`config.mk`:
```
export PLATFORM = sky130hd
export DESIGN_NAME = spu_sequencer_flat
export DESIGN_NICKNAME = d
export VERILOG_FILES = /design/src/rtl/spu_sequencer_if.sv /design/src/rtl/spu_sequencer.sv /design/src/flat_wrapper.sv
export SDC_FILE = /design/constraint.sdc
export NUM_CORES = 1
export LEC_CHECK = 0
export BUFFER_PORTS_ARGS = -buffer_cell sky130_fd_sc_hd__buf_2
export CAP_MARGIN = 5
export CORE_MARGIN = 1
export CORE_UTILIZATION = 30
export DETAILED_ROUTE_END_ITERATION = 10
export PLACE_DENSITY_LB_ADDON = 0.25
export SKIP_LAST_GASP = 1
export SYNTH_ARGS = -nofsm -noshare
export SYNTH_HDL_FRONTEND = slang
export SYNTH_SLANG_ARGS = --single-unit
```
`constraint.sdc`:
```
create_clock -name i_clock -period 5.6 [get_ports i_clock]
set_input_delay 1.12 -clock i_clock [delete_from_list [all_inputs] [get_ports i_clock]]
set_output_delay 1.12 -clock i_clock [all_outputs]
set_load 0.01 [all_outputs]
```
`src/rtl/spu_sequencer_if.sv`:
```
// Sprite command stream between a command producer and the SPU sequencer.
// A command transfers on a rising clock edge where valid and ready are both high.
interface spu_sequencer_if;
  logic        valid;
  logic        ready;
  logic [15:0] x;
  logic [15:0] y;
  logic [31:0] color;  // RGBA, alpha already applied
  logic        last;

  modport master (output valid, x, y, color, last, input ready);
  modport slave  (input valid, x, y, color, last, output ready);
endinterface

```
`src/rtl/spu_sequencer.sv`:
```
// Tile sequencer for the sprite processing unit: clears a tile, draws each sprite
// over it, then reads the tile back out as a stream of pixels.
module spu_sequencer #(
  parameter  int TILE_SIZE = 10,
  localparam int CW        = $clog2(TILE_SIZE)
) (
  input  logic          i_clock,
  input  logic          i_reset,
  input  logic          i_start,
  input  logic [9:0]    i_tile_x,
  input  logic [9:0]    i_tile_y,
  input  logic [23:0]   i_clear_color,
  spu_sequencer_if.slave sprite,
  output logic          o_spu_enable,
  output logic          o_clear,
  output logic          o_draw_sprite,
  output logic          o_get_color,
  output logic [9:0]    o_tile_x,
  output logic [9:0]    o_tile_y,
  output logic [CW-1:0] o_process_x,
  output logic [CW-1:0] o_process_y,
  output logic [23:0]   o_clear_color,
  output logic [15:0]   o_sprite_x,
  output logic [15:0]   o_sprite_y,
  output logic [31:0]   o_sprite_color,
  input  logic [23:0]   i_spu_color,
  output logic          o_pixel_valid,
  output logic [CW-1:0] o_pixel_x,
  output logic [CW-1:0] o_pixel_y,
  output logic [23:0]   o_pixel_color,
  output logic          o_busy,
  output logic          o_done
);

  localparam logic [CW-1:0] LAST = CW'(TILE_SIZE - 1);

  typedef enum logic [2:0] {IDLE, CLEAR, WAIT_SPRITE, DRAW, READ, FLUSH} state_t;

  typedef struct packed {
    logic spu_enable;
    logic clear;
    logic draw_sprite;
    logic get_color;
    logic sprite_ready;
    logic busy;
    logic done;
  } ctl_t;

  // Control strobes as a pure function of the state they belong to.
  function automatic ctl_t ctl_for(state_t s);
    ctl_t c;
    c      = '0;
    c.busy = (s != IDLE);
    case (s)
      CLEAR:       begin c.spu_enable = 1'b1; c.clear       = 1'b1; end
      DRAW:        begin c.spu_enable = 1'b1; c.draw_sprite = 1'b1; end
      READ:        begin c.spu_enable = 1'b1; c.get_color   = 1'b1; end
      WAIT_SPRITE: c.sprite_ready = 1'b1;
      FLUSH:       c.done         = 1'b1;
      default:     ;
    endcase
    return c;
  endfunction

  state_t          state;
  ctl_t            ctl;
  logic [CW-1:0]   px;
  logic [CW-1:0]   py;
  logic            sprite_last;
  logic            sweep_end;
  logic            sweeping;

  assign sweep_end = (px == LAST) && (py == LAST);
  assign sweeping  = (state == CLEAR) || (state == DRAW) || (state == READ);

  // NOTE: every register of the FSM is assigned with <= so all of them see the
  // pre-edge values of each other; mixing in = here would create order-dependent logic.
  always_ff @(posedge i_clock or posedge i_reset) begin
    if (i_reset) begin
      state          <= IDLE;
      ctl            <= '0;
      px             <= '0;
      py             <= '0;
      o_tile_x       <= '0;
      o_tile_y       <= '0;
      o_clear_color  <= '0;
      o_sprite_x     <= '0;
      o_sprite_y     <= '0;
      o_sprite_color <= '0;
      sprite_last    <= 1'b0;
    end else begin
      // x-fastest sweep that wraps back to (0,0) after the last pixel
      if (sweeping) begin
        if (px == LAST) begin
          px <= '0;
          py <= (py == LAST) ? '0 : py + 1'b1;
        end else begin
          px <= px + 1'b1;
        end
      end

      // NOTE: the strobes are registered together with the state by loading the
      // decode of the next state, so they are glitch-free and aligned with it.
      case (state)
        IDLE: if (i_start) begin
          o_tile_x      <= i_tile_x;
          o_tile_y      <= i_tile_y;
          o_clear_color <= i_clear_color;
          px            <= '0;
          py            <= '0;
          state         <= CLEAR;
          ctl           <= ctl_for(CLEAR);
        end
        CLEAR: if (sweep_end) begin
          state <= WAIT_SPRITE;
          ctl   <= ctl_for(WAIT_SPRITE);
        end
        WAIT_SPRITE: if (sprite.valid && ctl.sprite_ready) begin
          o_sprite_x     <= sprite.x;
          o_sprite_y     <= sprite.y;
          o_sprite_color <= sprite.color;
          sprite_last    <= sprite.last;
          state          <= DRAW;
          ctl            <= ctl_for(DRAW);
        end
        DRAW: if (sweep_end) begin
          state <= sprite_last ? READ : WAIT_SPRITE;
          ctl   <= ctl_for(sprite_last ? READ : WAIT_SPRITE);
        end
        READ: if (sweep_end) begin
          state <= FLUSH;
          ctl   <= ctl_for(FLUSH);
        end
        FLUSH: begin
          state <= IDLE;
          ctl   <= ctl_for(IDLE);
        end
        default: begin
          state <= IDLE;
          ctl   <= ctl_for(IDLE);
        end
      endcase
    end
  end

  // Readout lags the sweep by one cycle to match the SPU's colour latency.
  always_ff @(posedge i_clock or posedge i_reset) begin
    if (i_reset) begin
      o_pixel_valid <= 1'b0;
      o_pixel_x     <= '0;
      o_pixel_y     <= '0;
    end else begin
      o_pixel_valid <= ctl.get_color;
      o_pixel_x     <= px;
      o_pixel_y     <= py;
    end
  end

  assign o_pixel_color = o_pixel_valid ? i_spu_color : '0;

  assign o_spu_enable  = ctl.spu_enable;
  assign o_clear       = ctl.clear;
  assign o_draw_sprite = ctl.draw_sprite;
  assign o_get_color   = ctl.get_color;
  assign sprite.ready  = ctl.sprite_ready;
  assign o_busy        = ctl.busy;
  assign o_done        = ctl.done;
  assign o_process_x   = px;
  assign o_process_y   = py;

endmodule

```
`src/flat_wrapper.sv`:
```
// flat-port wrapper written by rule: the top's interface ports become plain ports
module spu_sequencer_flat 
#(
  parameter  int TILE_SIZE = 10,
  localparam int CW        = $clog2(TILE_SIZE)
)
  (i_clock, i_reset, i_start, i_tile_x, i_tile_y, i_clear_color, o_spu_enable, o_clear, o_draw_sprite, o_get_color, o_tile_x, o_tile_y, o_process_x, o_process_y, o_clear_color, o_sprite_x, o_sprite_y, o_sprite_color, i_spu_color, o_pixel_valid, o_pixel_x, o_pixel_y, o_pixel_color, o_busy, o_done, sprite_valid, sprite_x, sprite_y, sprite_color, sprite_last, sprite_ready);
  spu_sequencer_if sprite_i ();
  input  logic i_clock;
  input  logic i_reset;
  input  logic i_start;
  input  logic [9:0] i_tile_x;
  input  logic [9:0] i_tile_y;
  input  logic [23:0] i_clear_color;
  output logic o_spu_enable;
  output logic o_clear;
  output logic o_draw_sprite;
  output logic o_get_color;
  output logic [9:0] o_tile_x;
  output logic [9:0] o_tile_y;
  output logic [CW-1:0] o_process_x;
  output logic [CW-1:0] o_process_y;
  output logic [23:0] o_clear_color;
  output logic [15:0] o_sprite_x;
  output logic [15:0] o_sprite_y;
  output logic [31:0] o_sprite_color;
  input  logic [23:0] i_spu_color;
  output logic o_pixel_valid;
  output logic [CW-1:0] o_pixel_x;
  output logic [CW-1:0] o_pixel_y;
  output logic [23:0] o_pixel_color;
  output logic o_busy;
  output logic o_done;
  input wire logic [$bits(sprite_i.valid)-1:0] sprite_valid;
  input wire logic [$bits(sprite_i.x)-1:0] sprite_x;
  input wire logic [$bits(sprite_i.y)-1:0] sprite_y;
  input wire logic [$bits(sprite_i.color)-1:0] sprite_color;
  input wire logic [$bits(sprite_i.last)-1:0] sprite_last;
  output wire logic [$bits(sprite_i.ready)-1:0] sprite_ready;
  assign sprite_i.valid = sprite_valid;
  assign sprite_i.x = sprite_x;
  assign sprite_i.y = sprite_y;
  assign sprite_i.color = sprite_color;
  assign sprite_i.last = sprite_last;
  assign sprite_ready = sprite_i.ready;
  spu_sequencer #(.TILE_SIZE(TILE_SIZE)) u_core (.i_clock(i_clock), .i_reset(i_reset), .i_start(i_start), .i_tile_x(i_tile_x), .i_tile_y(i_tile_y), .i_clear_color(i_clear_color), .sprite(sprite_i), .o_spu_enable(o_spu_enable), .o_clear(o_clear), .o_draw_sprite(o_draw_sprite), .o_get_color(o_get_color), .o_tile_x(o_tile_x), .o_tile_y(o_tile_y), .o_process_x(o_process_x), .o_process_y(o_process_y), .o_clear_color(o_clear_color), .o_sprite_x(o_sprite_x), .o_sprite_y(o_sprite_y), .o_sprite_color(o_sprite_color), .i_spu_color(i_spu_color), .o_pixel_valid(o_pixel_valid), .o_pixel_x(o_pixel_x), .o_pixel_y(o_pixel_y), .o_pixel_color(o_pixel_color), .o_busy(o_busy), .o_done(o_done));
endmodule
```
Yosys cells after proc, flatten, opt, wreduce, memory -nomap -nowiden
Index checks and enable logic that the tools add are counted.
{ "totals": {"reg_bits": 136, "in_bits": 137, "out_inout_bits": 156} }
{ "op_classes": {"add_sub_neg": 2, "eq_ne": 16, "n_mux": 29, "reduce_logical": 10} }
{ "op_table": {"columns": ["op", "n"], "rows": [
  ["$mux W4", 9],
  ["$mux W7", 5],
  ["$pmux W7 S5", 1],
  ["$mux W24", 1],
  ["$mux W3", 6],
  ["$pmux W3 S5", 1],
  ["$eq A3 B2 Y1 const B", 4],
  ["$eq A3 B3 Y1 const B", 3],
  ["$add A4 B1 Y4 const B", 2],
  ["$eq A4 B4 Y1 const B", 2],
  ["$ne A2 B1 Y1 const B", 4],
  ["$eq A3 B1 Y1 const B", 2],
  ["$mux W1", 6],
  ["$reduce_and A5 Y1", 1],
  ["$reduce_and A2 Y1", 2],
  ["$logic_not A3 Y1", 1],
  ["$reduce_bool A3 Y1", 1],
  ["$reduce_or A3 Y1", 1],
  ["$logic_and A1 B1 Y1", 2],
  ["$logic_or A1 B1 Y1", 2],
  ["$ne A2 B2 Y1 const B", 1]
]} }

Logic depth before layout (Yosys ltp)
{ "depth": {"ltp_word": 6, "ltp_mapped": 5, "depth_no_buf": 4} }

Least setup slack after synthesis
OpenSTA, ideal clock, no wires.
{ "synth_path": {"kind": "in2out", "start": "in i_spu_color[0]", "end": "out o_pixel_color[0]", "t_arrival_ns": 1.285, "t_required_ns": 4.480, "slack_ns": 3.195, "path_stages": 1, "n_path_buf": 0, "path_cell_list": "and2_1"} }
{ "synth_via": {"elab_chain_cells": 1} }
{ "synth_rtl": {"columns": ["element", "line_no", "text"], "rows": [
  ["from (decl)", "flat_wrapper.sv:27", "input logic [23:0] i_spu_color;"],
  ["$mux W24", "spu_sequencer.sv:159", "assign o_pixel_color = o_pixel_valid ? i_spu_color : '0;"],
  ["to (decl)", "flat_wrapper.sv:31", "output logic [23:0] o_pixel_color;"]
]} }
No other way between the ends.

Worst setup path after layout
{ "layout_path": {"start": "in i_spu_color[23]", "end": "out o_pixel_color[23]"} }
The elaborated chain is that of the path after synthesis.

==> impl_results.md <==
- Status: finished clean
- Crit. End Element: primary output
- Worst Setup Path Type: in2out
- # setup viols final: 0
- P&R area growth vs syn: 42.2%
- Pin slew with the least headroom to its limit: 1.09 ns
- Fmax: 0.379 GHz
- Largest cells by area after synthesis: dfrtp_1 (62%), mux2_2 (15%), mux2_4 (7.9%)
- Worst Hold End: u_core.o_pixel_valid
- HPWL after detailed placement: 9.77 mm
- Layout cell share with drive strength beyond 1: 0.650
- CTS max path bufs: 2
- Sequential share of the synthesized area: 0.618
- Register bit total from synthesis: between 100 and 150
- Clk_lat worst skew: 0.41 ns
- Post-CTS sizing: 0
- Max Slew Vio Count: 0
- IO Count: 293
- Vias: around 4,000
- Starting Density: 0.306
- Worst Skew: approximately 0.011 ns
- First-pass GRT wire length: 20.0 mm
- Top cells by count, synth: dfrtp_1 (136), mux2_2 (72), mux2_4 (29), and2_1 (24), mux2_1 (13)
- Number of diodes: 0
- Synth area leader: dfrtp_1
- Dpl cells: 862
- Hold wc startpoint: u_core.o_get_color
- Net Switching: 0.000955 W
- Final wirelength: 13.4 mm
- PortBufs: 292
- CTS tree: yes
- Syn_nets: 494
- DRC: 0
- Hold-fix buffers, CTS: 0
- Mapped Area: 5500 sq um
- Critical Path RT: 4.48 ns
- CTS root buf: clkbuf_16
- Top-count cell post-synth: dfrtp_1
- Core area: 18,000 sq um
- Worst Hold Class: reg2reg
- VDD IR max: 0.000199 V
- Hold Fails Final Rpt: 0
- R2R Path End: u_core.o_sprite_y[2]
- P_leak: approximately 4.3 nW
- Min cycle time layout: between 2 and 3 ns
- H-tree Lvls: 4
- Hold Crit Depth: 0
- Die Ht: around 140 um
- Yosys cell types: 39
- Post-CTS Setup Repair Bufs: 0
- Clk sinks: about 140
- Worst R2R Start: u_core.state[1]
- DRT Pass-1 Iters: 4
- DRT antenna net count: 0
- P_int: around 0.0024 W
- Setup TNS: 0 ns
- Sequential share of power: 0.400
- GRT Total Usage: 0.140
- Iter 0 DRT Violations: 139
- Final non-filler cell total: 894
- Synth async-reset ratio: 1.00
- YS warnings: 0
- Antenna violations before repair: 0
- Syn avg cell area: 15.4 sq um
- Max-Cap Viols: 0
- DR WL/cell: between 10 and 15 um
- Post-synth EDFFs: 0
- Die Width: ~140 um
- Post-DR vias/cell: 4.48
- Combinational power share: 0.234
- Post-route clock period utilization: 0.471
- PD cells: roughly 430 nW/um^2
- CP Max Fanout: 1
- # rows: slightly below 50
- CP arrival: roughly 1.5 ns
- Maximum number of pins on one net before global-route repair: 88
- Reg2Reg Depth: 3
- CTS clock-pin slew for the worst setup and hold paths: 0.06 ns
- Unrepaired setup endpoints after global routing: false
- Area of the die: 18,900 sq um
- Final nets: 789
- Sw frac: 0.282
- Cells after Synth: 357
- Post-synth top area share: 0.618
- Clock Power Share: 0.366
- Startpoint Class: primary input
- Post-synth top flop: dfrtp_1
- GP Congestion: 0.734
- Slew Limit Headroom: 0.273
- CTS buffer count: 17
- Vias in the first global route: around 4,000
- Grt ovf: 0
- R2r setup slk: 3.36 ns
-- sequential cells by signal, summed over array words and instances (netlist names) --
signal	cells
u_core.o_sprite_color	32
u_core.o_pixel_x	4
u_core.o_clear	1
u_core.o_pixel_valid	1
u_core.o_busy	1
u_core.sprite.ready	1
u_core.o_get_color	1
u_core.o_pixel_y	4
u_core.o_tile_y	10
u_core.o_sprite_y	16
u_core.o_sprite_x	16
u_core.o_tile_x	10
u_core.o_clear_color	24
u_core.o_draw_sprite	1
u_core.sprite_last	1
u_core.o_spu_enable	1
u_core.o_process_x	4
u_core.state	3
u_core.o_done	1
u_core.o_process_y	4
-- through the flow --
step                      area, sq um  setup WS, ns  utilization  total power [W]  hold slack (ns)
after floorplan                  5500         0.841            -          0.00181            0.431
after global placement           7160          2.80        0.399          0.00215            0.396
after detailed placement         7160          2.74        0.399          0.00218            0.389
after CTS                        7820          2.96        0.435          0.00344            0.398
after global routing             7820          2.82        0.435          0.00357            0.426
final                            7820          2.96        0.435          0.00338            0.390
-- cells in the final DEF, fill, tap and decap left out, drive strengths merged, types with 3 or more instances in the layout --
cell        n
nor2        5
buf       294
nand2       6
clkinvlp    3
mux2      114
xor2        4
nor2b       3
clkbuf     19
inv         7
dfrtp     136
a31oi       3
o21ai       3
bufinv      5
and2       24
or3         4
a21oi       8
-- worst max-delay path by stage --
stage                           endpoint  slack (ns)                 start  cells after the start
5_1_grt                o_pixel_color[20]        2.82  u_core.o_pixel_valid                      2
3_3_place_gp   u_core.o_sprite_color[21]        2.80          sprite_valid                      4
4_1_cts                o_pixel_color[20]        2.96  u_core.o_pixel_valid                      2
3_5_place_dp   u_core.o_sprite_color[21]        2.74          sprite_valid                      4
6_report               o_pixel_color[23]        2.96       i_spu_color[23]                      3
2_1_floorplan              u_core.o_busy        0.84               i_reset                      1
-- power by group through the flow --
stage          Combinational (W)  Clock, W  Sequential, W
3_5_place_dp            0.000807         0        0.00137
3_3_place_gp            0.000788         0        0.00136
2_1_floorplan           0.000365         0        0.00145
6_report                0.000793   0.00124        0.00135
5_1_grt                 0.000858   0.00132        0.00139
4_1_cts                 0.000809   0.00128        0.00136
-- critical path, cell delays in order --
cell and delay [ns]:
buf_2 0.09, and2_1 0.16, buf_2 0.14
-- final cells by class --
cell class / instances / area (sq um)
Tap cell: 229 / 287
Sequential cell: 136 / 3400
Timing Repair Buffer: 294 / 1480
Clock buffer: 19 / 443
Fill cell: 1713 / 10100
Inverter: 4 / 20.0
Clock inverter: 13 / 216
Multi-Input combinational cell: 199 / 1980
-- per-layer routing --
metal / vias up / global-route usage / share of wire
met5: - / 0 / 0
met4: 0 / 0.0641 / 0.017
met3: 16 / 0.0434 / 0.068
met2: 179 / 0.253 / 0.55
met1: 1962 / 0.148 / 0.37
li1: 1850 / - / -
-- cell families after synthesis --
group,synth area share
muxes,0.253
DFF,0.618
xor gates and xnor gates,0.00637
buffers and inverters,0.0232
AOI/OAI and AO/OA,0.0375
and+or+nand+nor,0.0614
No activity file was read; power rests on OpenSTA's default activity.
